`config.mk`:
```
export PLATFORM = sky130hd
export DESIGN_NAME = zip_region_decode
export DESIGN_NICKNAME = d
export VERILOG_FILES = /design/src/rtl/zip_region_decode.sv
export SDC_FILE = /design/constraint.sdc
export NUM_CORES = 1
export LEC_CHECK = 0
export BUFFER_PORTS_ARGS = -buffer_cell sky130_fd_sc_hd__buf_2
export CAP_MARGIN = 5
export CORE_ASPECT_RATIO = 0.7
export CORE_UTILIZATION = 55
export CTS_CLUSTER_DIAMETER = 200
export DETAILED_ROUTE_END_ITERATION = 6
export HOLD_SLACK_MARGIN = 0.08
export PLACE_DENSITY = 0.75
export SLEW_MARGIN = 10
export SYNTH_ARGS = -nofsm -noshare
export SYNTH_HDL_FRONTEND = slang
export SYNTH_SLANG_ARGS = --single-unit
```
`constraint.sdc`:
```
create_clock -name i_clk -period 3.1 [get_ports i_clk]
set_input_delay 0 -clock i_clk [delete_from_list [all_inputs] [get_ports i_clk]]
set_output_delay 0 -clock i_clk [all_outputs]
set_load 0.1 [all_outputs]
```
`src/rtl/zip_region_decode.sv`:
```
// Programmable address-attribute decoder with a registered valid/ready result stage.
// Define REGION_LOCK_EN to add a per-entry lock bit (attr bit 3) that blocks rewrites.
module zip_region_decode #(
    parameter int ADDRESS_WIDTH = 30,
    parameter int NREGIONS      = 4,
    parameter int IW            = (NREGIONS > 1) ? $clog2(NREGIONS) : 1,
    parameter logic [NREGIONS*ADDRESS_WIDTH-1:0] INIT_ADDR =
        {{(NREGIONS*ADDRESS_WIDTH-1){1'b0}}, 1'b1} << 26,
    parameter logic [NREGIONS*ADDRESS_WIDTH-1:0] INIT_MASK =
        {{(NREGIONS*ADDRESS_WIDTH-1){1'b0}}, 1'b1} << 26,
`ifdef REGION_LOCK_EN
    parameter logic [NREGIONS*4-1:0] INIT_ATTR =
        {{(NREGIONS*4-2){1'b0}}, 2'b11}
`else
    parameter logic [NREGIONS*3-1:0] INIT_ATTR =
        {{(NREGIONS*3-2){1'b0}}, 2'b11}
`endif
) (
    input  logic                     i_clk,
    input  logic                     i_reset_n,
    input  logic                     i_valid,
    output logic                     o_ready,
    input  logic [ADDRESS_WIDTH-1:0] i_addr,
    output logic                     o_valid,
    input  logic                     i_ready,
    output logic                     o_hit,
    output logic [IW-1:0]            o_region,
    output logic                     o_cachable,
    output logic                     o_writable,
    input  logic                     i_cfg_we,
    input  logic [IW-1:0]            i_cfg_idx,
    input  logic [ADDRESS_WIDTH-1:0] i_cfg_addr,
    input  logic [ADDRESS_WIDTH-1:0] i_cfg_mask,
`ifdef REGION_LOCK_EN
    input  logic [3:0]               i_cfg_attr,
`else
    input  logic [2:0]               i_cfg_attr,
`endif
    output logic                     o_cfg_err
);

    localparam int AW = ADDRESS_WIDTH;
`ifdef REGION_LOCK_EN
    localparam int AT = 4;
`else
    localparam int AT = 3;
`endif

    logic [AW-1:0] base_q [NREGIONS];
    logic [AW-1:0] base_d [NREGIONS];
    logic [AW-1:0] mask_q [NREGIONS];
    logic [AW-1:0] mask_d [NREGIONS];
    logic [AT-1:0] attr_q [NREGIONS];
    logic [AT-1:0] attr_d [NREGIONS];

    logic          valid_q, valid_d;
    logic          hit_q, hit_d;
    logic [IW-1:0] region_q, region_d;
    logic          cache_q, cache_d;
    logic          wr_q, wr_d;
    logic          cfg_err_q, cfg_err_d;

    logic          accept;
    logic          dec_hit;
    logic [IW-1:0] dec_region;
    logic          dec_cache;
    logic          dec_wr;
    logic          idx_ok;
    logic          locked;
    logic          wr_ok;

    assign o_ready    = !valid_q || i_ready;
    assign accept     = i_valid && o_ready;
    assign o_valid    = valid_q;
    assign o_hit      = hit_q;
    assign o_region   = region_q;
    assign o_cachable = cache_q;
    assign o_writable = wr_q;
    assign o_cfg_err  = cfg_err_q;

    // Scan high to low so the lowest matching index is the one left standing.
    always_comb begin
        dec_hit    = 1'b0;
        dec_region = '0;
        dec_cache  = 1'b0;
        dec_wr     = 1'b0;
        for (int k = NREGIONS - 1; k >= 0; k--) begin
            if (attr_q[k][0] && ((i_addr & mask_q[k]) == base_q[k])) begin
                dec_hit    = 1'b1;
                dec_region = IW'(k);
                dec_cache  = attr_q[k][1];
                dec_wr     = attr_q[k][2];
            end
        end
    end

    always_comb begin
        idx_ok = 1'b0;
        locked = 1'b0;
        for (int k = 0; k < NREGIONS; k++) begin
            if (i_cfg_idx == IW'(k)) begin
                idx_ok = 1'b1;
`ifdef REGION_LOCK_EN
                locked = attr_q[k][3];
`endif
            end
        end
        wr_ok     = i_cfg_we && idx_ok && !locked;
        cfg_err_d = i_cfg_we && !wr_ok;
        for (int k = 0; k < NREGIONS; k++) begin
            base_d[k] = base_q[k];
            mask_d[k] = mask_q[k];
            attr_d[k] = attr_q[k];
            if (wr_ok && (i_cfg_idx == IW'(k))) begin
                base_d[k] = i_cfg_addr;
                mask_d[k] = i_cfg_mask;
                attr_d[k] = i_cfg_attr;
            end
        end
    end

    always_comb begin
        valid_d  = accept || (valid_q && !i_ready);
        hit_d    = hit_q;
        region_d = region_q;
        cache_d  = cache_q;
        wr_d     = wr_q;
        if (accept) begin
            hit_d    = dec_hit;
            region_d = dec_region;
            cache_d  = dec_cache;
            wr_d     = dec_wr;
        end
    end

    always_ff @(posedge i_clk or negedge i_reset_n) begin
        if (!i_reset_n) begin
            for (int k = 0; k < NREGIONS; k++) begin
                base_q[k] <= INIT_ADDR[k*AW +: AW];
                mask_q[k] <= INIT_MASK[k*AW +: AW];
                attr_q[k] <= INIT_ATTR[k*AT +: AT];
            end
            valid_q   <= 1'b0;
            hit_q     <= 1'b0;
            region_q  <= '0;
            cache_q   <= 1'b0;
            wr_q      <= 1'b0;
            cfg_err_q <= 1'b0;
        end else begin
            for (int k = 0; k < NREGIONS; k++) begin
                base_q[k] <= base_d[k];
                mask_q[k] <= mask_d[k];
                attr_q[k] <= attr_d[k];
            end
            valid_q   <= valid_d;
            hit_q     <= hit_d;
            region_q  <= region_d;
            cache_q   <= cache_d;
            wr_q      <= wr_d;
            cfg_err_q <= cfg_err_d;
        end
    end

endmodule

```
==> results of run 1 <==
-- Yosys cell counts (11+ instances only) --
cell,count
a21boi_0,23
and3_1,69
o22a_1,11
nand2_1,13
a21o_1,13
dfrtp_1,255
a21oi_1,73
o22ai_1,21
clkbuf_1,21
nand3_1,16
mux2_2,250
and3b_1,25
a211oi_1,14
-- area by class of cell --
cell class                 count  area, µm²  area share
clock buffer                  40        792      0.0561
clock inverter                 3       15.0     0.00106
inverter                       9       33.8     0.00239
multi-input combinational    600       5140       0.364
sequential                   259       6490       0.460
tap                          276        345      0.0245
timing repair buffer         181       1310      0.0925
-- routing by layer --
| layer | share of wire | vias to the layer above | wire, µm | GRT usage |
|---|---|---|---|---|
| li1 | - | 3762 | - | - |
| met2 | 0.45 | 184 | 12600 | 0.401 |
| met3 | 0.053 | 44 | 1510 | 0.0537 |
| met1 | 0.48 | 4151 | 13500 | 0.399 |
| met4 | 0.022 | 0 | 632 | 0.0669 |
| met5 | 0 | - | 0 | 0 |
-- stage by stage --
step	utilization	cells	hold WS, ns
4_1_cts	0.678	1368	0.115
5_1_grt	0.678	1368	0.162
3_5_place_dp	0.607	1258	0.0925
6_report	0.678	1368	0.104
3_3_place_gp	0.607	1258	0.0834
2_1_floorplan	-	896	-0.296
-- state kept, by name, indices dropped and copies added (netlist names) --
name / cells
base_q: 120
mask_q: 120
o_cfg_err: 1
attr_q: 12
o_region: 2
o_hit: 1
o_cachable: 1
o_valid: 1
o_writable: 1
-- worst paths after layout --
kind,endpoint,slack [ns],cells past startpoint
worst max-delay path,o_cachable,0.40,7
worst min-delay path,o_cfg_err,0.10,2
worst max register to register,o_cachable,0.40,7
worst min register to register,o_region[1],0.49,2
max in group asynchronous,mask_q[116],2.04,3
min in group i_clk,attr_q[10],0.12,5
-- power groups by stage --
stage | Clock, µW | Sequential [µW] | Combinational, µW
2_1_floorplan | 0 | 4380 | 1080
3_3_place_gp | 0 | 4440 | 1540
3_5_place_dp | 0 | 4480 | 1580
4_1_cts | 3030 | 4430 | 1660
5_1_grt | 3160 | 4530 | 1810
6_report | 2980 | 4440 | 1660
-- critical path, delay by kind of cell, from the launching register on --
family	cells	cell delay (ns)
AO/OA/AOI/OAI	4	1.07
flip-flops	1	0.39
AND/OR/NAND/NOR	3	1.12
-- cell families (layout without fill, tap and decap cells) --
family / after synthesis / after routing / synth area share
mux: 250 / 250 / 0.240
compound gates: 184 / 184 / 0.102
flops: 259 / 259 / 0.552
simple gates: 161 / 161 / 0.0906
xor+xnor: 4 / 4 / 0.00298
other cells: 1 / 1 / 0.000319
buf+inv: 37 / 233 / 0.0118
==> summary.md, run 1 <==
| Metric | Value |
|---|---|
| Yosys warning count | `0` |
| CTS root buf | `clkbuf_16` |
| Max cap viols | `0` |
| Clock period minus worst slack | `2.70 ns` |
| Post-synthesis async set-or-reset flop share | `1.00` |
| Switch Pwr | `2400 µW` |
| Fraction of layout cells with a size suffix above 1 | `0.387` |
| Predominant post-synthesis flop cell | `dfrtp_1` |
| Die Ht | `124 µm` |
| Crit path from | `mask_q[42]` |
| DR DRC count | `0` |
| Post-synthesis cell type count | `44` |
| Pwr dens | `643 nW/µm²` |
| I/O Buffers | `107` |
| ANT cells | `0` |
| Critical path fanouts, max | `3` |
| Flops & latches, synth | `259` |
| CTS tree | `built` |
| Clk slew on worst S/H paths | `0.07 ns` |
| Max VDD drop | `0.428 mV` |
| Setup crit end kind | `flip-flop` |
| H-tree depth | `1` |
| Antenna violations before repair | `1` |
| Largest net degree at the start of global routing | `99` |
| Cells taking the most area after synthesis | `dfrtp_1 (54%), mux2_2 (24%), and3_1 (3.7%)` |
| Crit-path cells | `a21o_2, a211oi_1, or4b_1, or4_4, nand2b_2, o221ai_1, a31o_1` |
| Post-CTS Hold Fix Bufs | `67` |
| DR WL/cell | `20.6 µm` |
| Design Power | `9070 µW` |
| Critical Path RT | `3.50 ns` |
| RSZ-0062 raised after global routing | `no` |
| Die Wd | `177 µm` |
| Post-Synthesis Cells | `896` |
| Via density | `5.95` |
| Number of routed nets with antenna violations | `0` |
| # rows | `44` |
| Cell Area, Synth | `11,700 µm²` |
| Synth area leader | `dfrtp_1` |
| Pint | `6670 µW` |
| Critical Setup Path Class | `reg -> reg` |
| Seq/Total Area, Yosys | `0.552` |
| Final setup TNS | `0 ns` |
| Leak Pwr | `0.00642 µW` |
| Post-CTS Setup Bufs | `0` |
| Critical Path Source Type | `flip-flop` |
| Gr usage total | `0.268` |
| Post-cts resize count | `0` |
| Clock Sinks | `259` |
| Initial DRC Count | `630` |
| Placer Congestion | `0.806` |
| Syn Nets | `996` |
| Finish-stage setup viols | `0` |
| Clk network pwr share | `0.329` |
| Core Area | `20,800 µm²` |
| Avg Inst Size Synth | `13.1 µm²` |
| Fin. max-slew vios | `0` |
| Routed wire length | `28,200 µm` |
| Commonest cells after routing, fill and taps aside | `dfrtp_1 (255), mux2_2 (250), buf_2 (106), a21oi_1 (73), and3_1 (69)` |
| Synth top area share | `0.543` |
| Power share of the combinational group | `0.182` |
| DP HPWL | `18,800 µm` |
| Via count | `8,141` |
| Critical path arrival | `3.10 ns` |
| Clock insertion delay at the later pin of the skew report | `0.52 ns` |
| Hold Fails Final Rpt | `0` |
| Design Area, Final | `14,100 µm²` |
| Fmax | `0.371 GHz` |
| Fillers | `1,529` |
| Clock Skew | `0.00993 ns` |
| Clock Tree Buf Depth | `3` |
| Cell Area, Placed | `12,600 µm²` |
| Outcome | `finished, final reports clean` |
| Drt first pass iters | `5` |
| Sw frac | `0.265` |
| Commonest non-fill, non-tap cell in the layout | `dfrtp_1` |
| Final period util | `0.870` |
| Number of synthesized flops with an enable pin | `0` |
| Die area | `21,900 µm²` |
| Syn-to-layout area delta | `20.2%` |
| Initial core utilization | `0.564` |
| CTS buffer count | `24` |
| Setup slack after layout | `0.402 ns` |
| Gr ovfl total | `0` |
| Global-route wire length before repair | `45,100 µm` |
| Pre-CTS WS | `0.464 ns` |
| IO Pins | `108` |
| Critical-path top delay cell | `or4b_1` |
| Hold Crit Class | `in -> async` |
| Worst r2r src | `mask_q[42]` |
| Seq pwr share | `0.489` |
| Vias in the first global route | `8,143` |
| Final net count | `1,175` |
| Actual slew at the worst max-slew pin | `1.05 ns` |
| Slew Limit Headroom | `0.302` |
| Critical Path Max Stage Delay | `0.51 ns` |
Power figures use the tool's default switching activity.
==> run 2, diff against run 1 <==
- PLACE_DENSITY: 0.75 -> unset
- PLACE_DENSITY_LB_ADDON: unset -> 0.08
==> run 2 against run 1 <==
Critical path type unchanged. Via count shrank 0.93%. Largest cell class unchanged. Design area grew 0.27%. Clock skew grew 0.00088 ns. Worst hold slack lost 0.0065 ns. Power grew 1.5%.
==> summary.md, run 2 (same netlist as run 1, synthesis figures left out) <==
| Metric | Value |
|---|---|
| Leak Pwr | `0.00643 µW (+0.16%)` |
| Pint | `6800 µW (+2.0%)` |
| Critical path arrival | `3.10 ns (about the same)` |
| Gr usage total | `0.263 (-0.00502)` |
| IO Pins | `108 (unchanged)` |
| Setup slack after layout | `0.405 ns (+0.00309 ns)` |
| RSZ-0062 raised after global routing | `no` |
| Hold Crit Class | `in -> async` |
| Final net count | `1,179 (+0.34%)` |
| Clock Tree Buf Depth | `3 (unchanged)` |
| DR DRC count | `0 (unchanged)` |
| Pre-CTS WS | `0.439 ns (-0.0251 ns)` |
| Antenna violations before repair | `2 (+1)` |
| Leading registers by flop count | `base_q: 120 flops, mask_q: 120 flops, attr_q: 12 flops` |
| Clock period minus worst slack | `2.69 ns (-0.00309 ns)` |
| Drt first pass iters | `6 (+1)` |
| Core Area | `20,800 µm² (unchanged)` |
| Actual slew at the worst max-slew pin | `0.941 ns (-0.107 ns)` |
| Fillers | `1,558 (+1.9%)` |
| Clock insertion delay at the later pin of the skew report | `0.51 ns (about the same)` |
| Routed wire length | `28,000 µm (-0.52%)` |
| CTS buffer count | `25 (+4.2%)` |
| Clock Sinks | `259 (unchanged)` |
| Critical-path top delay cell | `or4_4` |
| Max cap viols | `0 (unchanged)` |
| Max VDD drop | `0.365 mV (-15%)` |
| Fraction of layout cells with a size suffix above 1 | `0.385 (-0.00268)` |
| Seq pwr share | `0.481 (-0.008)` |
| Vias in the first global route | `7,972 (-2.1%)` |
| DR WL/cell | `20.4 µm (-0.88%)` |
| Post-layout util | `0.680 (+0.00180)` |
| Switch Pwr | `2410 µW (about the same)` |
| I/O Buffers | `107 (unchanged)` |
| Final period util | `0.869 (-0.000997)` |
| Outcome | `finished, final reports clean` |
| Pwr dens | `651 nW/µm² (+1.2%)` |
| ANT cells | `0 (unchanged)` |
| Critical Path Source Type | `flip-flop` |
| Initial DRC Count | `467 (-26%)` |
| Critical Setup Path Class | `reg -> reg` |
| Largest net degree at the start of global routing | `92 (-7.1%)` |
| Placer Congestion | `0.783 (-2.8%)` |
| # rows | `44 (unchanged)` |
| Crit-path cells | `a21o_2, a211oi_1, buf_4, or4b_1, or4_4, nand2b_2, o221ai_1, a31o_1` |
| Die Ht | `124 µm (unchanged)` |
| CP bufs+invs | `1 (+1)` |
| Via count | `8,065 (-0.93%)` |
| Number of routed nets with antenna violations | `0 (unchanged)` |
| Setup crit end kind | `flip-flop` |
| Clk network pwr share | `0.339 (+0.010)` |
| Initial core utilization | `0.564 (unchanged)` |
| Placed insts | `1,261 (+0.24%)` |
| Hold Slack | `0.0977 ns (-0.00650 ns)` |
| Finished Layout Cells | `1,373 (+0.37%)` |
| Commonest cells after routing, fill and taps aside | `dfrtp_1 (255), mux2_2 (250), buf_2 (106), a21oi_1 (73), and3_1 (69)` |
| Gr ovfl total | `0 (unchanged)` |
| Critical Path Max Stage Delay | `0.52 ns (about the same)` |
| Via density | `5.87 (-1.3%)` |
| Commonest non-fill, non-tap cell in the layout | `dfrtp_1` |
| Syn-to-layout area delta | `20.5%` |
| Hold Fails Final Rpt | `0 (unchanged)` |
| Power share of the combinational group | `0.181 (about the same)` |
| Fin. max-slew vios | `0 (unchanged)` |
| Clock Skew | `0.0108 ns (+0.000885 ns)` |
| Finish-stage setup viols | `0 (unchanged)` |
| Post-cts resize count | `0 (unchanged)` |
| Top Family by Delay on Critical Path | `simple AND/OR/NAND/NOR gates` |
| Fmax | `0.371 GHz (+0.11%)` |
| Final setup TNS | `0 ns (unchanged)` |
| Slew Limit Headroom | `0.373 (+0.0711)` |
| Sw frac | `0.261 (-0.00364)` |
| H-tree depth | `1 (unchanged)` |
| Die area | `21,900 µm² (unchanged)` |
| Clk slew on worst S/H paths | `0.06 ns (about the same)` |
| Global-route wire length before repair | `44,500 µm (-1.4%)` |
| Critical Path RT | `3.50 ns (about the same)` |
| CTS root buf | `clkbuf_16` |
| Die Wd | `177 µm (unchanged)` |
| Critical path fanouts, max | `3 (unchanged)` |
| DP HPWL | `19,100 µm (+1.1%)` |
| CTS tree | `built` |
## run 2: power groups by stage
stage / Sequential (µW) / Clock (µW) / Combinational (µW)
after floorplan: 4380 / 0 / 1080
after global placement: 4450 / 0 / 1570
after detailed placement: 4480 / 0 / 1600
after CTS: 4420 / 3170 / 1670
after global routing: 4520 / 3290 / 1810
final: 4430 / 3120 / 1660
## run 2: worst paths after layout
check                              end  depth (start not counted)          from  slack [ns]
hold / removal             base_q[117]                          2     i_reset_n         0.1
setup reg to reg            o_cachable                          8    mask_q[42]        0.41
setup / recovery            o_cachable                          8    mask_q[42]        0.41
max in group asynchronous   attr_q[10]                          3     i_reset_n        2.12
hold reg to reg              attr_q[0]                          1     attr_q[0]        0.50
min in group i_clk         mask_q[104]                          4  i_cfg_idx[1]        0.14
## run 2: area by class of cell
| class | instances | area [µm²] | share of cell area |
|---|---|---|---|
| Tap cell | 276 | 345 | 0.0244 |
| Multi-Input combinational cell | 600 | 5140 | 0.363 |
| Clock inverter | 5 | 103 | 0.00725 |
| Clock buffer | 40 | 732 | 0.0517 |
| Timing Repair Buffer | 184 | 1320 | 0.0930 |
| Inverter | 9 | 33.8 | 0.00239 |
| Sequential cell | 259 | 6490 | 0.458 |
## run 2: metal layers
layer	routed length, µm	up-vias	track usage
met3	1520	45	0.0470
met5	13	-	0
met1	13700	4069	0.403
li1	-	3772	-
met2	12300	177	0.393
met4	504	2	0.0487
## run 2: repair_timing
action,4_1_cts,5_1_grt
buffers inserted,0,0
hold buffers,67,0
endpoints found under the setup margin,0,0
endpoints found under the hold margin,451,0
## run 2: through the flow
| step | total power [µW] | instance area [µm²] |
|---|---|---|
| final | 9210 | 14200 |
| after global routing | 9630 | 14200 |
| after CTS | 9270 | 14200 |
| after detailed placement | 6080 | 12600 |
| after global placement | 6010 | 12600 |
| after floorplan | 5460 | 11700 |
